`src/rtl/riscv_dmem_arb_pkg.sv`:
```
// riscv_dmem_arb_pkg: shared data width and arbiter state encodings
package riscv_dmem_arb_pkg;
  localparam int XLEN = 32;
  typedef enum logic [1:0] {IDLE = 2'd0, OWN0 = 2'd1, OWN1 = 2'd2} state_t;
endpackage

```
`src/rtl/riscv_dmem_arb_rsp.sv`:
```
// riscv_dmem_arb_rsp: per-master read response register (clk, rst, rd_en, mem_rd_data -> rd_valid, rd_data)
module riscv_dmem_arb_rsp
  import riscv_dmem_arb_pkg::*;
(
  input  logic            clk,
  input  logic            rst,
  input  logic            rd_en,
  input  logic [XLEN-1:0] mem_rd_data,
  output logic            rd_valid,
  output logic [XLEN-1:0] rd_data
);
  always_ff @(posedge clk)
    if (rst) begin
      rd_valid <= 1'b0;
      rd_data  <= '0;
    end else begin
      rd_valid <= rd_en;
      if (rd_en) rd_data <= mem_rd_data;
    end
endmodule

```
`src/rtl/riscv_dmem_arb.sv`:
```
// riscv_dmem_arb: round-robin M0/M1 data memory arbiter with bounded lock (mX_* master ports, mem_* dmem pins, clk/rst)
module riscv_dmem_arb
  import riscv_dmem_arb_pkg::*;
#(
  parameter int MAX_LOCK = 16
) (
  input  logic            clk,
  input  logic            rst,
  input  logic            m0_req,
  input  logic            m0_lock,
  input  logic            m0_wr_en,
  input  logic [XLEN-1:0] m0_addr,
  input  logic [3:0]      m0_byte_sel,
  input  logic [XLEN-1:0] m0_wr_data,
  output logic            m0_gnt,
  output logic            m0_rd_valid,
  output logic [XLEN-1:0] m0_rd_data,
  input  logic            m1_req,
  input  logic            m1_lock,
  input  logic            m1_wr_en,
  input  logic [XLEN-1:0] m1_addr,
  input  logic [3:0]      m1_byte_sel,
  input  logic [XLEN-1:0] m1_wr_data,
  output logic            m1_gnt,
  output logic            m1_rd_valid,
  output logic [XLEN-1:0] m1_rd_data,
  output logic [XLEN-1:0] mem_addr,
  output logic            mem_wr_en,
  output logic [3:0]      mem_byte_sel,
  output logic [XLEN-1:0] mem_wr_data,
  input  logic [XLEN-1:0] mem_rd_data
);
  localparam int CW = $clog2(MAX_LOCK);
  state_t        state;
  logic          last_gnt;
  logic [CW-1:0] lock_cnt;
  logic          sel;
  logic          own_lock;
  always_comb begin
    m0_gnt       = !rst && (state == IDLE ? m0_req && (!m1_req || last_gnt) : state == OWN0 && m0_req);
    m1_gnt       = !rst && (state == IDLE ? m1_req && (!m0_req || !last_gnt) : state == OWN1 && m1_req);
    sel          = m1_gnt || (!m0_gnt && last_gnt);
    mem_addr     = sel ? m1_addr : m0_addr;
    mem_byte_sel = sel ? m1_byte_sel : m0_byte_sel;
    mem_wr_data  = sel ? m1_wr_data : m0_wr_data;
    mem_wr_en    = (m0_gnt || m1_gnt) && (sel ? m1_wr_en : m0_wr_en);
    own_lock     = state == OWN1 ? m1_lock : m0_lock;
  end
  always_ff @(posedge clk)
    if (rst) begin
      state    <= IDLE;
      last_gnt <= 1'b1;
      lock_cnt <= '0;
    end else if (state == IDLE) begin
      if (m0_gnt || m1_gnt) begin
        last_gnt <= sel;
        if (sel ? m1_lock : m0_lock) begin
          state    <= sel ? OWN1 : OWN0;
          lock_cnt <= CW'(1);
        end
      end
    end else if (!own_lock || lock_cnt == CW'(MAX_LOCK - 1)) begin
      state    <= IDLE;
      lock_cnt <= '0;
    end else lock_cnt <= lock_cnt + 1'b1;
  riscv_dmem_arb_rsp u_rsp0 (
    .clk        (clk),
    .rst        (rst),
    .rd_en      (m0_gnt && !m0_wr_en),
    .mem_rd_data(mem_rd_data),
    .rd_valid   (m0_rd_valid),
    .rd_data    (m0_rd_data)
  );
  riscv_dmem_arb_rsp u_rsp1 (
    .clk        (clk),
    .rst        (rst),
    .rd_en      (m1_gnt && !m1_wr_en),
    .mem_rd_data(mem_rd_data),
    .rd_valid   (m1_rd_valid),
    .rd_data    (m1_rd_data)
  );
endmodule
```
`config.mk`:
```
export PLATFORM = sky130hd
export DESIGN_NAME = riscv_dmem_arb
export DESIGN_NICKNAME = d
export VERILOG_FILES = /design/src/rtl/riscv_dmem_arb_pkg.sv /design/src/rtl/riscv_dmem_arb_rsp.sv /design/src/rtl/riscv_dmem_arb.sv
export SDC_FILE = /design/constraint.sdc
export NUM_CORES = 1
export LEC_CHECK = 0
export CORE_AREA = 2 2 123 125
export DETAILED_ROUTE_END_ITERATION = 7
export DIE_AREA = 0 0 125 127
export GPL_TIMING_DRIVEN = 0
export PLACE_DENSITY = 0.69
export SETUP_SLACK_MARGIN = 0.3
export SLEW_MARGIN = 20
export SYNTH_ARGS = -nofsm -noshare
export SYNTH_HDL_FRONTEND = slang
export SYNTH_SLANG_ARGS = --single-unit
```
`constraint.sdc`:
```
create_clock -name clk -period 2.05 [get_ports clk]
set_clock_uncertainty 0.05 [all_clocks]
set_input_delay 0.41 -clock clk [delete_from_list [all_inputs] [get_ports clk]]
set_output_delay 0.41 -clock clk [all_outputs]
set_load 0.02 [all_outputs]
```
==> results of run 1 <==
## per-layer routing
layer | global-route usage | up-vias | routed length, µm | part of all wire
li1 | - | 2162 | - | -
met1 | 0.2642 | 2142 | 7726 | 0.40
met2 | 0.4124 | 187 | 9981 | 0.51
met3 | 0.06868 | 23 | 1471 | 0.075
met4 | 0.05686 | 0 | 318 | 0.016
met5 | 0 | - | 0 | 0
## repair_timing
| action | in CTS | in global routing |
|---|---|---|
| setup buffers | 24 | 5 |
| endpoints found under the setup margin | 171 | 204 |
| gates cloned | 4 | 1 |
| resized for setup | 477 | 125 |
| pin swaps | 9 | 13 |
## cell usage in the layout, fill, tap and decap left out, drive strengths merged, types with 2 or more instances in the layout
cell type / instances
a211o: 2
a211oi: 2
a21oi: 71
a31oi: 2
buf: 121
clkbuf: 26
clkdlybuf4s50: 173
clkinv: 3
dfxtp: 73
dlymetal6s2s: 65
inv: 2
mux2: 68
nand2: 136
nand3: 2
nand3b: 3
nor2: 4
nor2b: 4
nor4b: 2
o211ai: 2
o21ai: 2
or3b: 2
or4b: 2
## registers in the layout, indices dropped and copies added (netlist names)
register,count
u_rsp0.rd_data,32
u_rsp0.rd_valid,1
last_gnt,1
state,2
u_rsp1.rd_valid,1
u_rsp1.rd_data,32
lock_cnt,4
## worst reg2reg max path: cells and delay by family, from the launching register on
family / cells / cell delay, ps
flops: 1 / 340
buf+inv: 6 / 820
simple gates: 2 / 450
compound gates: 2 / 450
## Yosys cell counts (all sizes together), types with 2 or more instances
| master | instances | area share |
|---|---|---|
| a211o | 2 | 0.0072 |
| a211oi | 2 | 0.0041 |
| a21oi | 71 | 0.10 |
| a31oi | 2 | 0.0034 |
| buf | 15 | 0.039 |
| clkbuf | 15 | 0.015 |
| dfxtp | 73 | 0.40 |
| inv | 2 | 0.0021 |
| mux2 | 68 | 0.21 |
| nand2 | 136 | 0.14 |
| nand3 | 2 | 0.0027 |
| nand3b | 3 | 0.0062 |
| nor2 | 4 | 0.0041 |
| nor2b | 4 | 0.0068 |
| nor4b | 2 | 0.0065 |
| o211ai | 2 | 0.0055 |
| o21ai | 2 | 0.0027 |
| or3b | 2 | 0.0055 |
| or4b | 2 | 0.0055 |
## where the power goes
part | leakage (nW) | internal (mW) | switching [mW]
logic | 3.81 | 1.16 | 0.811
registers | 0.593 | 1.47 | 0.0273
clock network | 0.144 | 0.972 | 0.557
## metrics by stage
step	cells	instance area [µm²]
after global routing	969	8622
final	969	8622
after floorplan	424	3935
after detailed placement	919	7278
after CTS	963	8204
after global placement	919	7278
## path summary, 6_finish.rpt
kind,endpoint,depth (start not counted)
worst min register to register,u_rsp0.rd_data[21],2
worst min-delay path,lock_cnt[1],4
worst max-delay path,mem_wr_data[25],7
worst max register to register,u_rsp0.rd_data[23],10
## cells by family (layout without fill, tap and decap cells)
group,count (synthesis),count (layout),synth area share
compound gates,87,87,0.1379
fa+ha+maj,1,1,0.003422
buf+inv,33,394,0.05818
flops,73,73,0.3997
mux,69,69,0.2122
simple gates,161,161,0.1886
## layout make-up
| cell class | instances | area [µm²] | share of cell area |
|---|---|---|---|
| repair buffers | 345 | 3817 | 0.4428 |
| multi-input cells | 318 | 2394 | 0.2776 |
| flip-flops and latches | 73 | 1465 | 0.1699 |
| plain buffers | 30 | 399.1 | 0.04629 |
| clock buffers | 13 | 250.2 | 0.02902 |
| well taps | 184 | 230.2 | 0.02670 |
| clock inverters | 3 | 40.04 | 0.004644 |
| inverters | 3 | 26.28 | 0.003047 |
==> qor.csv, run 1 <==
metric;value;unit
Max-cap violations;0;
die area;15880;µm²
asr flop ratio synth;0;
worst path bufs/invs;4;
VDD IR max;421.6;µV
1st-iter DRT viols;155;
final net count;957;
largest net degree at the start of global routing;12;
Min Hold Slack;386.4;ps
# diodes;0;
initial antenna violation count;0;
slowest cell on the critical path;or3b_4;
final setup margin;-525.5;ps
starting density of the core;0.2535;
drc violations;0;
RD Place Congestion;0.9098;
Avg WL per Cell;20.12;µm
Yosys cell types;44;
Die X;125;µm
pwr/cell area;579.5;nW/µm²
final critical-path share of the clock period;1.256;
Max-Slew Margin vs Limit;0.5739;
Gate Count Post-Synth;424;
worst-margin pin slew;639.1;ps
DP Worst Slack;-1357;ps
Min-Delay Startpoint;rst;
Slew Viols, Final;0;
HP Class;primary input to register;
Filler Cell Count;1247;
TritonCTS Buffers;9;
final setup vio count;102;
Setup CP Type;register to output port;
clock sink count;73;
gr usage total;0.2281;
failing checks;setup timing;
routed via count;4514;
unrepaired setup endpoints after global routing;yes;
startpoint types;register;
CP required;1590;ps
hold-fix buffers at CTS;0;
vias in the first global route;4510;
Mapped Area;3656;µm²
Hold Vio Cnt, Final;0;
Clock Path Buffers;2;
status;finished with violations;
CP arrival;2120;ps
Pleak;4.543;nW
clk slew on worst S/H paths;60;ps
CTS tree;yes;
CTS Root Cell;clkbuf_16;
Synth Register Bits;73;
Via density;4.658;
share of post-route cells with drive strength above 1;0.3312;
Ys Warns;0;
Setup crit end kind;output port;
crit path cell chain;or3b_4, a21oi_4, buf_12, buf_12, buf_4, mux2_4, buf_6;
first-pass GRT wire length;27630;µm
port bufs;311;
post-layout min period;2576;ps
site row count;44;
H-tree Lvls;3;
final core occ;0.5978;
drt first pass iters;4;
CORE AREA;14420;µm²
CP startpoint;state[1];
Seq/Total Area, Yosys;0.3997;
Fin Setup TNS;-34820;ps
Avg Inst Size Synth;8.623;µm²
critical path peak fanout;9;
Main synth FF type;dfxtp_1;
Reg2Reg Setup Slack;-150;ps
Area growth, synth to finish;135.8;%
crit-path leading delay family;buffers and inverters;
Post-Route WL;19500;µm
Reg2Reg Launch Point;state[1];
die extent in y;127;µm
worst skew pair latency;320;ps
Power Total;4.997;mW
f_max;388.3;MHz
Post-synth EDFFs;0;
remaining global-route overflow;0;
CP max stage delay;400;ps
post-route antenna net violation count;0;
DP HPWL;15360;µm
I/O pin count;313;
Mapped Nets;601;
cell mode on critical path;buf_12;
(Power assumes the default switching activity.)
==> run 2: changes to the inputs <==
Settings changed: RECOVER_POWER set to 50.
==> run 2 against run 1 <==
  * The run still ends with setup timing left
  * Total power fell by 0.65%
  * Clock power about the same
  * First-iteration DRC count shrank 3.2%
  * Via count down 0.82%
  * Critical path depth stayed put
  * Register-to-register slack about the same
  * Sequential share of layout area is 0.97 points higher
  * Combinational power about the same
  * Routed wire length is 0.37% lower
  * Global-route usage is the same
  * Utilization fell by 3.2 points
  * Sequential cell count unchanged
  * Critical path type unchanged
  * Critical endpoint unchanged
==> qor.csv, run 2 (synthesis results as in run 1) <==
metric;value;unit;change
status;finished with violations;;unchanged
failing checks;setup timing;;unchanged
remaining global-route overflow;0;;unchanged
Die X;125;µm;unchanged
site row count;44;;unchanged
clock sink count;73;;unchanged
Min-Delay Startpoint;rst;;unchanged
HP Class;primary input to register;;unchanged
largest net degree at the start of global routing;12;;unchanged
most frequent cells in the layout;173 x clkdlybuf4s50_1, 122 x nand2_1, 78 x buf_6;;unchanged
startpoint types;register;;unchanged
VDD IR max;449.0;µV;was 421.6 µV
commonest non-fill, non-tap cell in the layout;clkdlybuf4s50_1;;unchanged
end of the worst register-to-register path;u_rsp0.rd_data[24];;was u_rsp0.rd_data[23]
Fin Setup TNS;-34510;ps;was -34820 ps
CTS tree;yes;;unchanged
placed cell area;7278;µm²;unchanged
# diodes;0;;unchanged
worst skew pair latency;320;ps;about the same
clk slew on worst S/H paths;60;ps;about the same
Post-Route WL;19420;µm;was 19500 µm
Clock Path Buffers;2;;unchanged
Cell Count Post-Placement;919;;unchanged
routed via count;4477;;was 4514
final setup margin;-522.6;ps;was -525.5 ps
pwr/cell area;608.5;nW/µm²;was 579.5 nW/µm²
CORE AREA;14420;µm²;unchanged
post-layout min period;2573;ps;was 2576 ps
Filler Cell Count;1323;;was 1247
worst-margin pin slew;672.6;ps;was 639.1 ps
sw frac;0.2809;;was 0.2792
Reg power frac;0.301;;was 0.299
starting density of the core;0.2535;;unchanged
hold endpoint;lock_cnt[1];;unchanged
Design Area, Final;8158;µm²;was 8622 µm²
share of post-route cells with drive strength above 1;0.3312;;unchanged
Setup crit end kind;output port;;unchanged
Worst Reg-to-Reg Cells;10;;unchanged
Setup CP Type;register to output port;;unchanged
Via density;4.620;;was 4.658
drc violations;0;;unchanged
initial antenna violation count;0;;unchanged
Max-Slew Margin vs Limit;0.5516;;was 0.5739
CP required;1590;ps;about the same
Pleak;3.469;nW;was 4.543 nW
GR Layer Usage met3;0.06868;;unchanged
hold depth;4;;unchanged
CP arrival;2110;ps;was 2120 ps
post-route antenna net violation count;0;;unchanged
vias in the first global route;4510;;unchanged
die extent in y;127;µm;unchanged
Avg WL per Cell;20.05;µm;was 20.12 µm
drt first pass iters;4;;unchanged
layer with the highest usage;met2;;unchanged
final net count;957;;unchanged
Switch Pwr;1.395;mW;about the same
hold-fix buffers at CTS;0;;unchanged
gr usage total;0.2281;;unchanged
part of the power in combinational logic;0.391;;was 0.395
met2 Usage GRT;0.4124;;unchanged
first-pass GRT wire length;27630;µm;unchanged
f_max;388.7;MHz;was 388.3 MHz
Max-cap violations;0;;unchanged
Reg2Reg Setup Slack;-140;ps;was -150 ps
Reg2Reg Launch Point;state[1];;unchanged
H-tree Lvls;3;;unchanged
1st-iter DRT viols;150;;was 155
final non-filler cell total;969;;unchanged
met1 Use GR;0.2642;;unchanged
top flop regs;u_rsp0.rd_data x32, u_rsp1.rd_data x32, lock_cnt x4;;unchanged
port bufs;311;;unchanged
TritonCTS Buffers;9;;unchanged
final critical-path share of the clock period;1.255;;was 1.256
Area growth, synth to finish;123.1;%;was 135.8%
Hold Vio Cnt, Final;0;;unchanged
CTS Root Cell;clkbuf_16;;unchanged
Min Hold Slack;383.2;ps;was 386.4 ps
critical path peak fanout;9;;unchanged
unrepaired setup endpoints after global routing;yes;;unchanged
clock network power share;0.308;;was 0.306
Cell Int Power;3.570;mW;was 3.601 mW
I/O pin count;313;;unchanged
Slew Viols, Final;0;;unchanged
die area;15880;µm²;unchanged
final setup vio count;102;;unchanged
DP HPWL;15360;µm;unchanged
RD Place Congestion;0.9098;;unchanged
run 2: cell types whose count changed in the layout (fill, tap and decap cells not counted):
cell	delta
clkbuf_1	+53
dlymetal6s2s_1	-53
run 2: worst max-delay path by stage:
stage,startpoint,endpoint,cells after the start
2_1_floorplan,rst,mem_addr[0],5
3_3_place_gp,m0_req,mem_addr[13],6
3_5_place_dp,m0_req,mem_addr[13],6
4_1_cts,state[1],mem_wr_data[5],7
5_1_grt,state[1],mem_wr_data[25],7
6_report,state[1],mem_wr_data[25],7
run 2: power by group through the flow:
stage          combinational (mW)  sequential (mW)  clock [mW]
2_1_floorplan               0.771             1.57           0
3_3_place_gp                 1.67             1.52           0
3_5_place_dp                 1.68             1.53           0
4_1_cts                      1.92             1.49        1.55
5_1_grt                      2.02             1.50        1.62
6_report                     1.94             1.49        1.53
run 2: repair_timing:
item                                    in CTS  in global routing
gates cloned                                 4                  1
setup buffers                               24                  5
pin swaps                                    9                 13
resized for setup                          477                125
endpoints found under the setup margin     171                204
run 2: layer usage:
layer  routed length, µm  share of wire
met1                7735           0.40
met2                9957           0.51
met3                1434          0.074
met4                 297          0.015
met5                   0              0
run 2: final cells by class:
class	count	area [µm²]	share of cell area
timing repair buffer	345	3353	0.4110
buffer	30	399.1	0.04893
clock buffer	13	250.2	0.03067
multi-input combinational	318	2394	0.2934
sequential	73	1465	0.1796
inverter	3	26.28	0.003221
clock inverter	3	40.04	0.004908
tap	184	230.2	0.02822
run 2: per-stage QoR:
| step | power (mW) | worst slack (ps) | utilization |
|---|---|---|---|
| after floorplan | 2.340 | -184.2 | - |
| after global routing | 5.144 | -579.7 | 0.5656 |
| after detailed placement | 3.207 | -1357 | 0.5046 |
| final | 4.964 | -522.6 | 0.5656 |
| after CTS | 4.961 | -517.1 | 0.5688 |
| after global placement | 3.192 | -1322 | 0.5046 |
run 2: critical path: stages, from the launching register on:
cell and delay, ps:
dfxtp_4 340, or3b_4 400, a21oi_4 180, buf_12 180, buf_12 150, buf_4 110
mux2_4 290, buf_6 130
==> run 3: changes to the inputs <==
Settings changed: GPL_TIMING_DRIVEN 0 to unset.
==> run 3 against run 2 <==
  * Via count is 9.3% higher
  * First-iteration DRC count grew 71%
  * Highest routed layer is now met5
  * Hold slack improved by 19 ps
  * Total power increased by 12%
  * Cell count up 4.1%
  * Design area is 13% higher
  * Critical endpoint is now mem_addr[31]
  * Non-clock buffer count rose by 39
  * Sequential share of layout area shrank 2.0 points
  * Sequential power hardly changed
  * The run still ends with setup timing left
==> qor.csv, run 3 (synthesis results as in run 1) <==
metric;value;unit;change
status;finished with violations;;unchanged
failing checks;setup timing;;unchanged
RD Place Congestion;0.9418;;was 0.9098
clk slew on worst S/H paths;50;ps;was 60 ps
crit path cell chain;or3b_4, a21oi_4, buf_6, buf_12, buf_12, buf_6, mux2_4, buf_6;;was or3b_4, a21oi_4, buf_12, buf_12, buf_4, mux2_4, buf_6
CTS Root Cell;clkbuf_16;;unchanged
final critical-path share of the clock period;1.305;;was 1.255
initial antenna violation count;2;;was 0
1st-iter DRT viols;256;;was 150
vias in the first global route;4846;;was 4510
Via density;4.850;;was 4.620
cell mode on critical path;buf_6;;was buf_12
startpoint types;register;;unchanged
CP arrival;2210;ps;was 2110 ps
die extent in y;127;µm;unchanged
first-pass GRT wire length;29010;µm;was 27630 µm
final setup margin;-624.4;ps;was -522.6 ps
Post-Route WL;22470;µm;was 19420 µm
multi-input logic area;2861;µm²;was 2394 µm²
Pleak;3.894;nW;was 3.469 nW
Clock Path Buffers;2;;unchanged
Setup CP Type;register to output port;;unchanged
CTS tree;yes;;unchanged
Slew Viols, Final;0;;unchanged
CP required;1590;ps;about the same
Reg2Reg Setup Slack;-360;ps;was -140 ps
slowest cell on the critical path;or3b_4;;unchanged
gr usage total;0.2380;;was 0.2281
remaining global-route overflow;0;;unchanged
DP HPWL;14620;µm;was 15360 µm
Max-cap violations;0;;unchanged
largest net degree at the start of global routing;40;;was 12
drc violations;0;;unchanged
most frequent cells in the layout;172 x clkdlybuf4s50_1, 111 x buf_6, 72 x dfxtp_1;;was 173 x clkdlybuf4s50_1, 122 x nand2_1, 78 x buf_6
routed via count;4894;;was 4477
I/O pin count;313;;unchanged
unrepaired setup endpoints after global routing;yes;;unchanged
worst-margin pin slew;787.6;ps;was 672.6 ps
worst skew pair latency;330;ps;was 320 ps
pwr/cell area;607.0;nW/µm²;was 608.5 nW/µm²
f_max;373.9;MHz;was 388.7 MHz
site row count;44;;unchanged
Cell Count Post-Placement;930;;was 919
Setup crit end kind;output port;;unchanged
top flop regs;u_rsp0.rd_data x32, u_rsp1.rd_data x32, lock_cnt x4;;unchanged
final setup vio count;133;;was 102
VDD IR max;525.4;µV;was 449.0 µV
Area growth, synth to finish;151.4;%;was 123.1%
Die X;125;µm;unchanged
Fin Setup TNS;-52470;ps;was -34510 ps
post-route antenna net violation count;0;;unchanged
Avg WL per Cell;22.27;µm;was 20.05 µm
starting density of the core;0.2535;;unchanged
CP max stage delay;400;ps;about the same
HP Class;register to register;;was primary input to register
post-layout min period;2674;ps;was 2573 ps
H-tree Lvls;3;;unchanged
crit-path leading delay family;buffers and inverters;;unchanged
final non-filler cell total;1009;;was 969
TritonCTS Buffers;9;;unchanged
Filler Cell Count;1164;;was 1323
Max-Slew Margin vs Limit;0.4749;;was 0.5516
commonest non-fill, non-tap cell in the layout;clkdlybuf4s50_1;;unchanged
share of post-route cells with drive strength above 1;0.4672;;was 0.3312
worst path bufs/invs;5;;was 4
port bufs;312;;was 311
die area;15880;µm²;unchanged
final net count;997;;was 957
critical path peak fanout;6;;was 9
Sequential cell area;1463;µm²;was 1465 µm²
Hold Vio Cnt, Final;0;;unchanged
CORE AREA;14420;µm²;unchanged
drt first pass iters;4;;unchanged
clock sink count;73;;unchanged
run 3: power by group:
group,total (mW),switching (mW),internal [mW]
clock network,1.81,0.593,1.21
registers,1.50,0.0368,1.47
logic,2.27,0.931,1.34
run 3: layout make-up:
cell class,instances,share of cell area
well taps,184,0.02505
diodes,1,0.0002723
multi-input cells,318,0.3114
repair inverters,1,0.001770
clock inverters,5,0.01130
inverters,3,0.002723
repair buffers,414,0.4624
clock buffers,10,0.02600
flip-flops and latches,73,0.1592
run 3: through the flow:
stage               hold slack [ps]  cell area [µm²]  power [mW]  setup WS, ps  utilization
finish                        402.5             9190       5.578        -624.4       0.6371
CTS                           404.2             8641       5.352        -639.8       0.5991
detailed placement            396.1             7440       3.252         -1131       0.5158
global placement              392.3             7440       3.234         -1111       0.5158
floorplan                     427.6             3935       2.340        -184.2            -
global route                  423.4             9188       5.738        -668.8       0.6370
run 3: what timing repair did:
action	in CTS	in global routing
setup buffers	35	10
cloned	9	9
pin swaps	34	44
gates resized for setup	474	275
setup endpoints to repair	162	201
hold buffers	0	0
run 3: final timing paths:
| check | start | end | depth (start not counted) |
|---|---|---|---|
| worst max-delay path | state[1] | mem_addr[31] | 8 |
| worst min-delay path | u_rsp0.rd_data[2] | u_rsp0.rd_data[2] | 2 |
| worst max register to register | state[0] | u_rsp0.rd_data[6] | 8 |
| worst min register to register | u_rsp0.rd_data[2] | u_rsp0.rd_data[2] | 2 |
run 3: worst min-delay path, delay by kind of cell (launching register included):
| kind | cells | cell delay (ps) |
|---|---|---|
| DFF | 1 | 300 |
| and+or+nand+nor | 1 | 50 |
| AOI/OAI and AO/OA | 1 | 50 |
run 3: routing by layer:
metal	vias up	global-route usage	part of all wire
met5	-	0	0.0010
met4	4	0.06405	0.020
met3	42	0.07161	0.077
met2	235	0.4178	0.51
met1	2369	0.2840	0.39
li1	2244	-	-
